$ cat config.mk
export PLATFORM = sky130hd
export DESIGN_NAME = modular_add_pipe
export DESIGN_NICKNAME = d
export VERILOG_FILES = /design/src/rtl/kyber_pkg.sv /design/src/rtl/mod_reduce_once.sv /design/src/rtl/modular_add_pipe.sv
export SDC_FILE = /design/constraint.sdc
export NUM_CORES = 1
export LEC_CHECK = 0
export BUFFER_PORTS_ARGS = -buffer_cell sky130_fd_sc_hd__buf_2
export CAP_MARGIN = 20
export CORE_MARGIN = 2
export CORE_UTILIZATION = 31
export DETAILED_ROUTE_END_ITERATION = 8
export SLEW_MARGIN = 25
export SYNTH_ARGS = -nofsm -noshare
export SYNTH_HDL_FRONTEND = slang
export SYNTH_HIERARCHICAL = 1
export SYNTH_SLANG_ARGS = --single-unit
$ cat constraint.sdc
create_clock -name clk -period 1.6 [get_ports clk]
set_input_delay 0.24 -clock clk [delete_from_list [all_inputs] [get_ports clk]]
set_output_delay 0.24 -clock clk [all_outputs]
set_load 0.005 [all_outputs]
$ cat src/rtl/kyber_pkg.sv
// Shared Kyber NTT datapath constants and coefficient types.
package kyber_pkg;

  localparam int unsigned DATA_WIDTH = 12;
  localparam logic [DATA_WIDTH-1:0] Q = 12'd3329;

  typedef logic [DATA_WIDTH-1:0] coeff_t;
  typedef logic [DATA_WIDTH:0]   coeff_sum_t;

endpackage

$ cat src/rtl/mod_reduce_once.sv
// Single conditional subtract of Q: maps [0, 2^(W+1)) down by at most one modulus.
module mod_reduce_once #(
  parameter int unsigned         W = kyber_pkg::DATA_WIDTH,
  parameter logic [W-1:0]        Q = kyber_pkg::Q
) (
  input  logic [W:0]   sum_i,
  output logic [W-1:0] z_o
);

  logic [W:0] q_ext;
  logic [W:0] diff;

  assign q_ext = {1'b0, Q};
  assign diff  = sum_i - q_ext;
  // Both legs are truncated to W bits, which also defines the out-of-range result.
  assign z_o   = (sum_i >= q_ext) ? diff[W-1:0] : sum_i[W-1:0];

endmodule

$ cat src/rtl/modular_add_pipe.sv
// Elastic two-stage modular adder z = (x + y) mod Q with valid/ready on both sides.
module modular_add_pipe #(
  parameter int unsigned          DATA_WIDTH = kyber_pkg::DATA_WIDTH,
  parameter logic [DATA_WIDTH-1:0] Q         = kyber_pkg::Q
) (
  input  logic                  clk,
  input  logic                  rst,
  input  logic                  in_valid,
  output logic                  in_ready,
  input  logic [DATA_WIDTH-1:0] x_add,
  input  logic [DATA_WIDTH-1:0] y_add,
  output logic                  out_valid,
  input  logic                  out_ready,
  output logic [DATA_WIDTH-1:0] z_add
);

  logic                  s1_valid_q, s1_valid_d;
  logic [DATA_WIDTH:0]   s1_sum_q,   s1_sum_d;
  logic                  s2_valid_q, s2_valid_d;
  logic [DATA_WIDTH-1:0] s2_z_q,     s2_z_d;
  logic [DATA_WIDTH-1:0] s1_reduced;
  logic                  adv1, adv2;

  mod_reduce_once #(
    .W (DATA_WIDTH),
    .Q (Q)
  ) u_reduce (
    .sum_i (s1_sum_q),
    .z_o   (s1_reduced)
  );

  // A stage may advance when it is empty or the stage after it is moving.
  assign adv2     = !s2_valid_q || out_ready;
  assign adv1     = !s1_valid_q || adv2;
  assign in_ready = adv1 && !rst;

  always_comb begin
    s1_valid_d = s1_valid_q;
    s1_sum_d   = s1_sum_q;
    s2_valid_d = s2_valid_q;
    s2_z_d     = s2_z_q;
    if (adv2) begin
      s2_valid_d = s1_valid_q;
      if (s1_valid_q) begin
        s2_z_d = s1_reduced;
      end
    end
    if (adv1) begin
      s1_valid_d = in_valid;
      if (in_valid) begin
        s1_sum_d = {1'b0, x_add} + {1'b0, y_add};
      end
    end
  end

  always_ff @(posedge clk or posedge rst) begin
    if (rst) begin
      s1_valid_q <= 1'b0;
      s1_sum_q   <= '0;
      s2_valid_q <= 1'b0;
      s2_z_q     <= '0;
    end else begin
      s1_valid_q <= s1_valid_d;
      s1_sum_q   <= s1_sum_d;
      s2_valid_q <= s2_valid_d;
      s2_z_q     <= s2_z_d;
    end
  end

  assign out_valid = s2_valid_q;
  assign z_add     = s2_z_q;

endmodule

==> impl_metrics.csv, run 1 <==
group,metric,value,unit
sta,fin_tns_setup,-1.27,ns
cells_and_area,drive_gt1_frac,0.452,
sta,hold_viol,0,
outcome,status,"finished with violations",
worst_setup_path,crit_chain,"nor4_2 -> buf_4 -> buf_4 -> a21oi_2 -> o221ai_2 -> xnor2_1 -> mux2_2",
yosys,ys_seq_elements,27,
routing,drtIter0Drc,88,
routing,drc,0,
yosys,synth.yosys.seq_area_share,0.348,
sta,max_clock_freq,574,MHz
power,power.total,2.90,mW
yosys,yosys.area.top_type_share,0.348,
routing,viasPerCell,4.96,
sta,slew_headroom,0.640,
yosys,synthDistinctLibCells,49,
grt,grt-ovfl-total,0,
cts,cts_tree,"done",
routing,firstDrtPassIters,4,
hold_path,hp-class,"input pin to async pin",
worst_setup_path,critical_path_class,"flop to flop",
sta,setup-violations-final,12,
worst_setup_path,crit_top_cell,"buf_4",
yosys,synth_top_family_by_area,"compound AO/OA/AOI/OAI gates",
cells_and_area,syn_to_final_growth,40.4,%
yosys,muxShareOfSynthArea,0.0798,
floorplanning,boundaryPins,42,
worst_setup_path,required,1.76,ns
placement,io_buffers,41,
routing,antenna_left,0,
grt,grtUsageTotal,0.131,
floorplanning,die_w,83.2,um
cts,cts_buffer_depth,2,
worst_setup_path,crit_path_top_delay_cell,"dfrtp_1",
power,power_leakage,1.23,nW
yosys,synthArstFlopShare,1.00,
cts,clock_latency,0.27,ns
worst_setup_path,cp.arrival,1.90,ns
floorplanning,std_cell_rows,28,
cts,htreeDepth,1,
grt,grt_first_pass_wirelength,7730,um
yosys,synth-edff-count,0,
yosys,avgSynthCellArea,9.81,um2
cells_and_area,fillers,581,
routing,wire_per_inst,12.4,um
outcome,violations,"negative setup slack",
cts,clkSinkCount,27,
yosys,synth_fa_ha_area_frac,0.100,
sta,drv_slew,0,
sta,rsz0062_at_grt,"true",
worst_setup_path,start_kind,"flop",
yosys,synthCells,198,
sta,period_minus_slack,1.74,ns
sta,skew,0.00238,ns
power,powerDensity,1060,mW/mm2
placement,gp_congestion,0.872,
placement,hpwl,3430,um
worst_setup_path,crit_path_end_kind,"flop",
floorplanning,die_area,0.00692,mm2
sta,whs,0.0653,ns
worst_setup_path,slowest_delay,0.42,ns
yosys,synth_compound_area_frac,0.233,
yosys,synth_area_leaders,"dfrtp_1 (35%), ha_1 (9.0%), mux2_2 (7.0%)",
floorplanning,start_util,0.324,
sta,worst_slew_pin_slew,0.539,ns
yosys,synth-xor-area-share,0.0721,
cells_and_area,final_nets,325,
yosys,netlist_area,0.00194,mm2
floorplanning,die_h,83.2,um
power,vdd_drop_max,0.467,mV
grt,grt_max_degree,28,
cells_and_area,n_antenna_cell,0,
yosys,synth-simple-area-share,0.142,
grt,antenna_found_initial,0,
cts,cts_buffers,3,
sta,finalCritPeriodShare,1.09,
yosys,yosys_warnings,6,
routing,wirelength,4410,um
floorplanning,core_area,0.00599,mm2
run,cap_violations,0,
grt,grt_pass1_vias,1713,
yosys,synth_flop_cell,"dfrtp_1",
yosys,synth.largest_area_cell,"dfrtp_1",
routing,vias,1766,
sta,setup_ws,-0.141,ns
cts,cts_root_buffer,"clkbuf_8",
worst_setup_path,worstPathMaxFanout,3,
yosys,syn_nets,241,
cts,clk_pin_slew,0.09,ns
==> layout make-up <==
class / instances / area, um2 / area share
inverters: 5 / 18.8 / 0.00688
repair buffers: 85 / 543 / 0.199
multi-input cells: 160 / 1350 / 0.495
clock buffers: 4 / 45.0 / 0.0165
well taps: 75 / 93.8 / 0.0344
flip-flops and latches: 27 / 677 / 0.248
==> worst max-delay path, delay by kind of cell, from the launching register on <==
kind	cells	cell delay [ns]
AO/OA/AOI/OAI	2	0.24
buffers and inverters	2	0.31
XOR/XNOR	1	0.11
multiplexers	1	0.26
flip-flops	1	0.42
AND/OR/NAND/NOR	1	0.29
==> report_power, final <==
part	total (mW)	leakage [nW]	switching [mW]	internal [mW]
Clock	0.378	0.0228	0.199	0.178
Combinational	1.47	0.890	0.665	0.802
Sequential	1.05	0.321	0.153	0.901
Total	2.90	1.23	1.02	1.88
==> flip-flops by register name (all words and copies together), names as in the netlist <==
register	cells
s1_valid_q	1
s1_sum_q	13
z_add	12
out_valid	1
==> kinds of logic after synthesis <==
| family | Yosys count |
|---|---|
| mux | 14 |
| xor+xnor | 16 |
| compound gates | 60 |
| simple gates | 54 |
| buf+inv | 12 |
| flops | 27 |
| fa+ha+maj | 15 |
==> cells in the final DEF, fill, tap and decap left out, types with 3 or more instances in the layout <==
cell      count
ha_4          3
nand2b_1      3
buf_2        41
dfrtp_1      26
mux2_2       10
nand2_1      23
xnor2_1      11
buf_4        42
xor2_1        4
clkbuf_8      3
o21ai_0       7
a21oi_1      12
ha_1         11
nor2_1        8
o211ai_1      4
o21ai_1       7
nor3_1        6
inv_1         5
a31oi_1       3
a21o_1        4
==> path summary, 6_finish.rpt <==
kind	end	cells after the start	slack, ns	start
worst max-delay path	z_add[11]$_DFFE_PP0P_	7	-0.14	s1_sum_q[1]$_DFFE_PP0P_
worst min-delay path	z_add[4]$_DFFE_PP0P_	3	0.07	rst
worst max register to register	z_add[11]$_DFFE_PP0P_	7	-0.14	s1_sum_q[1]$_DFFE_PP0P_
worst min register to register	out_valid$_DFFE_PP0P_	1	0.50	s1_valid_q$_DFFE_PP0N_
max in group asynchronous	s1_sum_q[0]$_DFFE_PP0P_	3	1.27	rst
min in group clk	s1_valid_q$_DFFE_PP0N_	2	0.18	in_valid
==> per-stage QoR <==
step | instances | utilization | cell area [um2] | setup WS, ns
final | 356 | 0.456 | 2730 | -0.141
after global routing | 356 | 0.456 | 2730 | -0.209
after CTS | 354 | 0.442 | 2650 | -0.100
after detailed placement | 345 | 0.420 | 2510 | -0.307
after global placement | 345 | 0.420 | 2510 | -0.258
after floorplan | 198 | - | 1960 | -0.121
==> Yosys cell counts, types with 5 or more instances <==
library cell / number
mux2_2: 12
dfrtp_1: 27
o21ai_1: 6
inv_1: 5
ha_1: 14
o21ai_0: 8
nor2_1: 10
nand2_1: 23
xnor2_1: 12
a21oi_1: 13
nor3_1: 6
==> repair_timing <==
| item | in CTS | in global routing |
|---|---|---|
| gates resized for setup | 10 | 11 |
| pin swaps | 15 | 8 |
| setup endpoints to repair | 13 | 15 |
| gates cloned | 1 | 0 |
| hold buffers | 0 | 0 |
| buffers inserted | 4 | 2 |
==> layer usage <==
layer / vias to the layer above / wire [um] / track usage / part of all wire
met2: 32 / 2080 / 0.218 / 0.47
li1: 897 / - / - / -
met1: 835 / 2150 / 0.178 / 0.49
met5: - / 0 / 0 / 0
met4: 0 / 26 / 0.0358 / 0.0059
met3: 2 / 145 / 0.0169 / 0.033
Power figures use the tool's default switching activity.
==> inputs of run 2 (changes only) <==
ABC_AREA = 1   (was default)
==> run 2 against run 1 <==
Net effect: the flow still finishes with violations (negative setup slack); utilization decreased by 3.6 points; flip-flop and latch count unchanged; global-route usage fell by 0.15 points; via count up 19%; sequential share of layout area decreased by 1.0 points; design area up 4.4%; clock skew up 0.0018 ns; combinational power increased by 6%; critical path type unchanged; highest routed layer unchanged.
==> impl_metrics.csv, run 2 <==
group,metric,value,unit
placement,dp.cells,460,
sta,whs,0.0695,ns
power,vdd_drop_max,0.267,mV
power,p_comb_frac,0.518,
floorplanning,start_util,0.319,
worst_setup_path,cp.arrival,1.83,ns
placement,pre_cts_slack,-0.139,ns
grt,grtUsageTotal,0.129,
cells_and_area,largest_register,"s1_sum_q",
yosys,yosys_warnings,6,
cells_and_area,fillers,688,
placement,placed_cell_area,0.00262,mm2
worst_setup_path,slowest_delay,0.45,ns
yosys,synth.largest_area_cell,"dfrtp_1",
grt,grt_pass1_vias,1936,
worst_setup_path,crit_path_top_delay_cell,"dfrtp_1",
yosys,synth_area_leaders,"dfrtp_1 (31%), nand2_1 (19%), ha_1 (8.1%)",
grt,grt_first_pass_wirelength,8090,um
cts,cts_tree,"done",
outcome,status,"finished with violations",
yosys,yosys.area.top_type_share,0.312,
cells_and_area,final_cells,472,
yosys,ys_seq_elements,27,
worst_setup_path,required,1.77,ns
grt,grt-ovfl-total,0,
cts,cts_buffers,3,
cells_and_area,final_area,0.00285,mm2
sta,finalCritPeriodShare,1.04,
yosys,ys_top_cells_by_count,"nand2_1 (110), inv_1 (42), dfrtp_1 (27)",
placement,hpwl,3790,um
cells_and_area,n_antenna_cell,0,
worst_setup_path,cp_top_family,"simple AND/OR/NAND/NOR gates",
worst_setup_path,cp_num_buf_inv,2,
grt,grt_max_degree,28,
sta,skew,0.00419,ns
cells_and_area,regArea,677,um2
yosys,synth-edff-count,0,
routing,firstDrtPassIters,4,
floorplanning,core_area,0.00679,mm2
floorplanning,die_w,87.6,um
routing,drtIter0Drc,46,
hold_path,hp-class,"input pin to async pin",
outcome,violations,"negative setup slack",
floorplanning,die_h,87.6,um
floorplanning,std_cell_rows,30,
yosys,synthDistinctLibCells,26,
grt,antenna_found_initial,0,
yosys,synthCells,303,
power,power_leakage,1.58,nW
worst_setup_path,worstPathMaxFanout,4,
sta,drv_slew,0,
cells_and_area,final_core_util,0.419,
cells_and_area,layout_commonest_cell,"nand2_1",
worst_setup_path,critical_path_class,"flop to flop",
cells_and_area,multi_input_area,0.00139,mm2
yosys,avgSynthCellArea,7.15,um2
floorplanning,die_area,0.00767,mm2
floorplanning,boundaryPins,42,
worst_setup_path,cp.depth,9,
cells_and_area,layout_common_cells,"nand2_1 (105), buf_2 (41), inv_1 (39)",
routing,antenna_left,0,
run,cap_violations,0,
sta,setup-violations-final,12,
yosys,synth_most_common_cell,"nand2_1",
routing,wirelength,4900,um
sta,setup_ws,-0.0656,ns
sta,hold_viol,0,
yosys,synth_flop_cell,"dfrtp_1",
worst_setup_path,crit_path_end_kind,"flop",
yosys,synth.yosys.seq_area_share,0.312,
sta,period_minus_slack,1.67,ns
cells_and_area,syn_to_final_growth,31.5,%
cells_and_area,drive_gt1_frac,0.335,
worst_setup_path,start_kind,"flop",
cts,clkSinkCount,27,
cts,clk_pin_slew,0.09,ns
power,clkPwrFrac,0.130,
routing,vias,2095,
routing,viasPerCell,4.44,
yosys,syn_nets,346,
cts,cts_buffer_depth,2,
worst_setup_path,r2r_cells,9,
power,seqPwrFrac,0.352,
sta,max_clock_freq,600,MHz
power,power.total,3.01,mW
routing,wire_per_inst,10.4,um
cts,clock_latency,0.28,ns
worst_setup_path,crit_chain,"inv_1 -> nand2_1 -> nor2_1 -> nand3_1 -> nand2_2 -> buf_4 -> nand2_2 -> xor2_1 -> mux2_2",
cells_and_area,largest_register_ffs,13,
power,internal_power,1.87,mW
worst_setup_path,crit_top_cell,"nand2_2",
placement,io_buffers,41,
yosys,synthArstFlopShare,1.00,
yosys,netlist_area,0.00217,mm2
placement,gp_congestion,0.850,
power,p_switching,1.14,mW
sta,worst_slew_pin_slew,0.339,ns
routing,drc,0,
sta,rsz0062_at_grt,"true",
cells_and_area,final_nets,420,
power,power.share.switching,0.379,
sta,slew_headroom,0.773,
power,powerDensity,1060,mW/mm2
sta,fin_tns_setup,-0.350,ns
cts,htreeDepth,1,
cts,cts_root_buffer,"clkbuf_8",
==> run 2: logic make-up (layout without fill, tap and decap cells) <==
kind of cell / after synthesis / count (layout) / share of synthesized area
compound gates: 26 / 26 / 0.0734
xor+xnor: 11 / 11 / 0.0445
fa+ha+maj: 15 / 15 / 0.0901
buf+inv: 48 / 120 / 0.0994
flops: 27 / 27 / 0.312
mux: 12 / 12 / 0.0624
simple gates: 164 / 165 / 0.318
==> run 2: path summary, 6_finish.rpt <==
kind / slack, ns / end / from
setup reg to reg: -0.07 / z_add[9]$_DFFE_PP0P_ / s1_sum_q[6]$_DFFE_PP0P_
min in group clk: 0.25 / out_valid$_DFFE_PP0P_ / out_ready
setup / recovery: -0.07 / z_add[9]$_DFFE_PP0P_ / s1_sum_q[6]$_DFFE_PP0P_
hold / removal: 0.07 / z_add[7]$_DFFE_PP0P_ / rst
hold reg to reg: 0.51 / z_add[8]$_DFFE_PP0P_ / z_add[8]$_DFFE_PP0P_
max in group asynchronous: 1.26 / s1_sum_q[0]$_DFFE_PP0P_ / rst
==> run 2: power groups by stage <==
stage	logic [mW]	registers, mW	clock network, mW
floorplan	0.887	1.06	0
global placement	1.33	1.06	0
detailed placement	1.36	1.07	0
CTS	1.51	1.06	0.411
global route	1.76	1.09	0.424
finish	1.56	1.06	0.392
==> run 2: per-layer routing <==
layer	vias up	global-route usage	part of all wire	wire [um]
met4	0	0.0476	0.013	65
met5	-	0	0	0
met2	43	0.228	0.49	2420
li1	1101	-	-	-
met3	5	0.0123	0.032	155
met1	946	0.164	0.46	2270
==> run 2: timing repair <==
item	4_1_cts	5_1_grt
buffers inserted	5	2
pin swaps	7	2
gates cloned	0	1
hold buffers	0	0
setup endpoints to repair	11	12
resized for setup	22	9
==> run 2: cell type report <==
class                           instances  share of cell area
Timing Repair Buffer                   72               0.155
Inverter                               44              0.0598
Multi-Input combinational cell        229               0.489
Tap cell                               96              0.0422
Clock buffer                            3              0.0145
Clock inverter                          1             0.00176
Sequential cell                        27               0.238
==> run 2: tightest hold or removal path, cell delays in order <==
cell   delay, ns
buf_2       0.09
inv_1       0.08
buf_4       0.34
==> inputs of run 3 (changes only) <==
CTS_BUF_LIST = sky130_fd_sc_hd__clkbuf_4   (was default)
PLACE_DENSITY_LB_ADDON = 0.25   (was default)
==> run 3 against run 2 <==
Net effect: the flow finishes with violations (negative hold slack, negative setup slack); first-iteration DRC count down 57%; worst hold slack worse by 0.071 ns; sequential share of layout area up 0.26 points; sequential power about the same; cell count up 0.42%; flip-flop and latch count unchanged; critical path depth up 2; die area unchanged; design area down 1.1%; routed wire length down 4.1%; critical path type unchanged.
==> impl_metrics.csv, run 3 (synthesis results as in run 2) <==
group,metric,value,unit
outcome,status,"finished with violations",
outcome,violations,"negative hold slack, negative setup slack",
routing,drtIter0Drc,20,
cts,cts_hold_buf,0,
placement,io_buffers,41,
placement,gp_congestion,0.832,
cells_and_area,layout_common_cells,"nand2_1 (108), buf_2 (41), inv_1 (40)",
grt,grt_first_pass_wirelength,8050,um
sta,max_clock_freq,596,MHz
sta,hold_viol,1,
worst_setup_path,start_kind,"flop",
cells_and_area,syn_to_final_growth,30.0,%
sta,whs,-0.000978,ns
cells_and_area,final_nets,422,
cells_and_area,multi_input_area,0.00136,mm2
floorplanning,core_area,0.00679,mm2
floorplanning,die_h,87.6,um
cts,cts_tree,"done",
sta,slew_headroom,0.777,
cells_and_area,layout_commonest_cell,"nand2_1",
cts,cts_root_buffer,"clkbuf_4",
routing,vias,2046,
cts,cts_buffers,3,
sta,setup_ws,-0.0765,ns
floorplanning,die_w,87.6,um
sta,drv_slew,0,
sta,rsz0062_at_grt,"true",
sta,setup-violations-final,11,
routing,drc,0,
cts,cts_buffer_depth,2,
worst_setup_path,r2r_start,"s1_sum_q[1]$_DFFE_PP0P_",
routing,wire_per_inst,9.92,um
power,powerDensity,1020,mW/mm2
sta,finalCritPeriodShare,1.05,
placement,placed_cell_area,0.00263,mm2
cts,clkSinkCount,27,
routing,firstDrtPassIters,4,
cells_and_area,regArea,677,um2
floorplanning,std_cell_rows,30,
worst_setup_path,worstPathMaxFanout,9,
floorplanning,start_util,0.319,
worst_setup_path,required,1.83,ns
hold_path,hp-class,"input pin to async pin",
worst_setup_path,cp.arrival,1.90,ns
power,power_leakage,1.57,nW
grt,grt_pass1_vias,1851,
power,vdd_drop_max,0.280,mV
worst_setup_path,critical_path_class,"flop to flop",
worst_setup_path,crit_path_end_kind,"flop",
cells_and_area,final_area,0.00282,mm2
cells_and_area,n_antenna_cell,0,
cells_and_area,fillers,714,
grt,grtUsageTotal,0.128,
routing,viasPerCell,4.32,
cells_and_area,drive_gt1_frac,0.320,
placement,hpwl,3730,um
power,power.total,2.87,mW
routing,wirelength,4700,um
routing,antenna_left,0,
cells_and_area,largest_register,"s1_sum_q",
sta,skew,0.000877,ns
cts,clk_pin_slew,0.14,ns
grt,grt-ovfl-total,0,
sta,worst_slew_pin_slew,0.335,ns
cells_and_area,final_core_util,0.415,
grt,grt_max_degree,28,
cts,clock_latency,0.32,ns
run,cap_violations,0,
worst_setup_path,crit_path_start,"s1_sum_q[1]$_DFFE_PP0P_",
sta,period_minus_slack,1.68,ns
cells_and_area,largest_register_ffs,13,
cts,htreeDepth,1,
placement,pre_cts_slack,-0.0928,ns
floorplanning,boundaryPins,42,
grt,antenna_found_initial,0,
floorplanning,die_area,0.00767,mm2
==> run 3: cell count changes in the layout (fill, tap and decap cells not counted), sizes merged <==
cell	delta
buf	+2
clkinv	-1
clkbuf	+1
==> run 3: final cells by class <==
class                   count  share of cell area
inverters                  44              0.0595
repair buffers             74               0.163
well taps                  96              0.0426
clock buffers               4              0.0107
multi-input cells         229               0.483
flip-flops and latches     27               0.240
==> run 3: metrics by stage <==
stage	instances	setup TNS (ns)
2_1_floorplan	303	0
3_5_place_dp	461	-0.625
4_1_cts	471	-0.241
5_1_grt	474	-1.80
6_report	474	-0.495
3_3_place_gp	461	-0.391
==> run 3: worst max-delay path, cell delays in order (launching register included) <==
cell,delay [ns]
dfrtp_1,0.42
inv_2,0.09
ha_4,0.16
nand2_1,0.05
nor2_1,0.04
nand3_1,0.08
nand2_2,0.09
inv_4,0.12
nand2_4,0.11
nand2_1,0.10
o21ai_2,0.05
mux2_1,0.27
==> run 3: timing repair <==
item,CTS,global route
gates cloned,1,0
endpoints found under the setup margin,11,12
setup buffers,5,3
gates resized for setup,21,1
pin swaps,8,1
==> run 3: final timing paths <==
check	to	cells past startpoint	slack, ns
max	z_add[7]$_DFFE_PP0P_	11	-0.08
min	z_add[11]$_DFFE_PP0P_	3	-0.001
max reg2reg	z_add[7]$_DFFE_PP0P_	11	-0.08
min reg2reg	z_add[7]$_DFFE_PP0P_	1	0.51
max in group asynchronous	s1_sum_q[0]$_DFFE_PP0P_	3	1.33
min in group clk	out_valid$_DFFE_PP0P_	4	0.18
==> run 3: metal layers <==
metal | vias to the layer above | global-route usage | share of wire
met5 | - | 0 | 0
met4 | 0 | 0.0336 | 0.0098
met3 | 5 | 0.0151 | 0.030
met2 | 34 | 0.220 | 0.46
met1 | 902 | 0.171 | 0.50
li1 | 1105 | - | -
==> run 3: report_power, final <==
group          leakage, nW  switching (mW)  internal (mW)
clock               0.0184           0.202          0.115
combinational         1.22           0.750          0.757
sequential           0.325           0.139          0.908
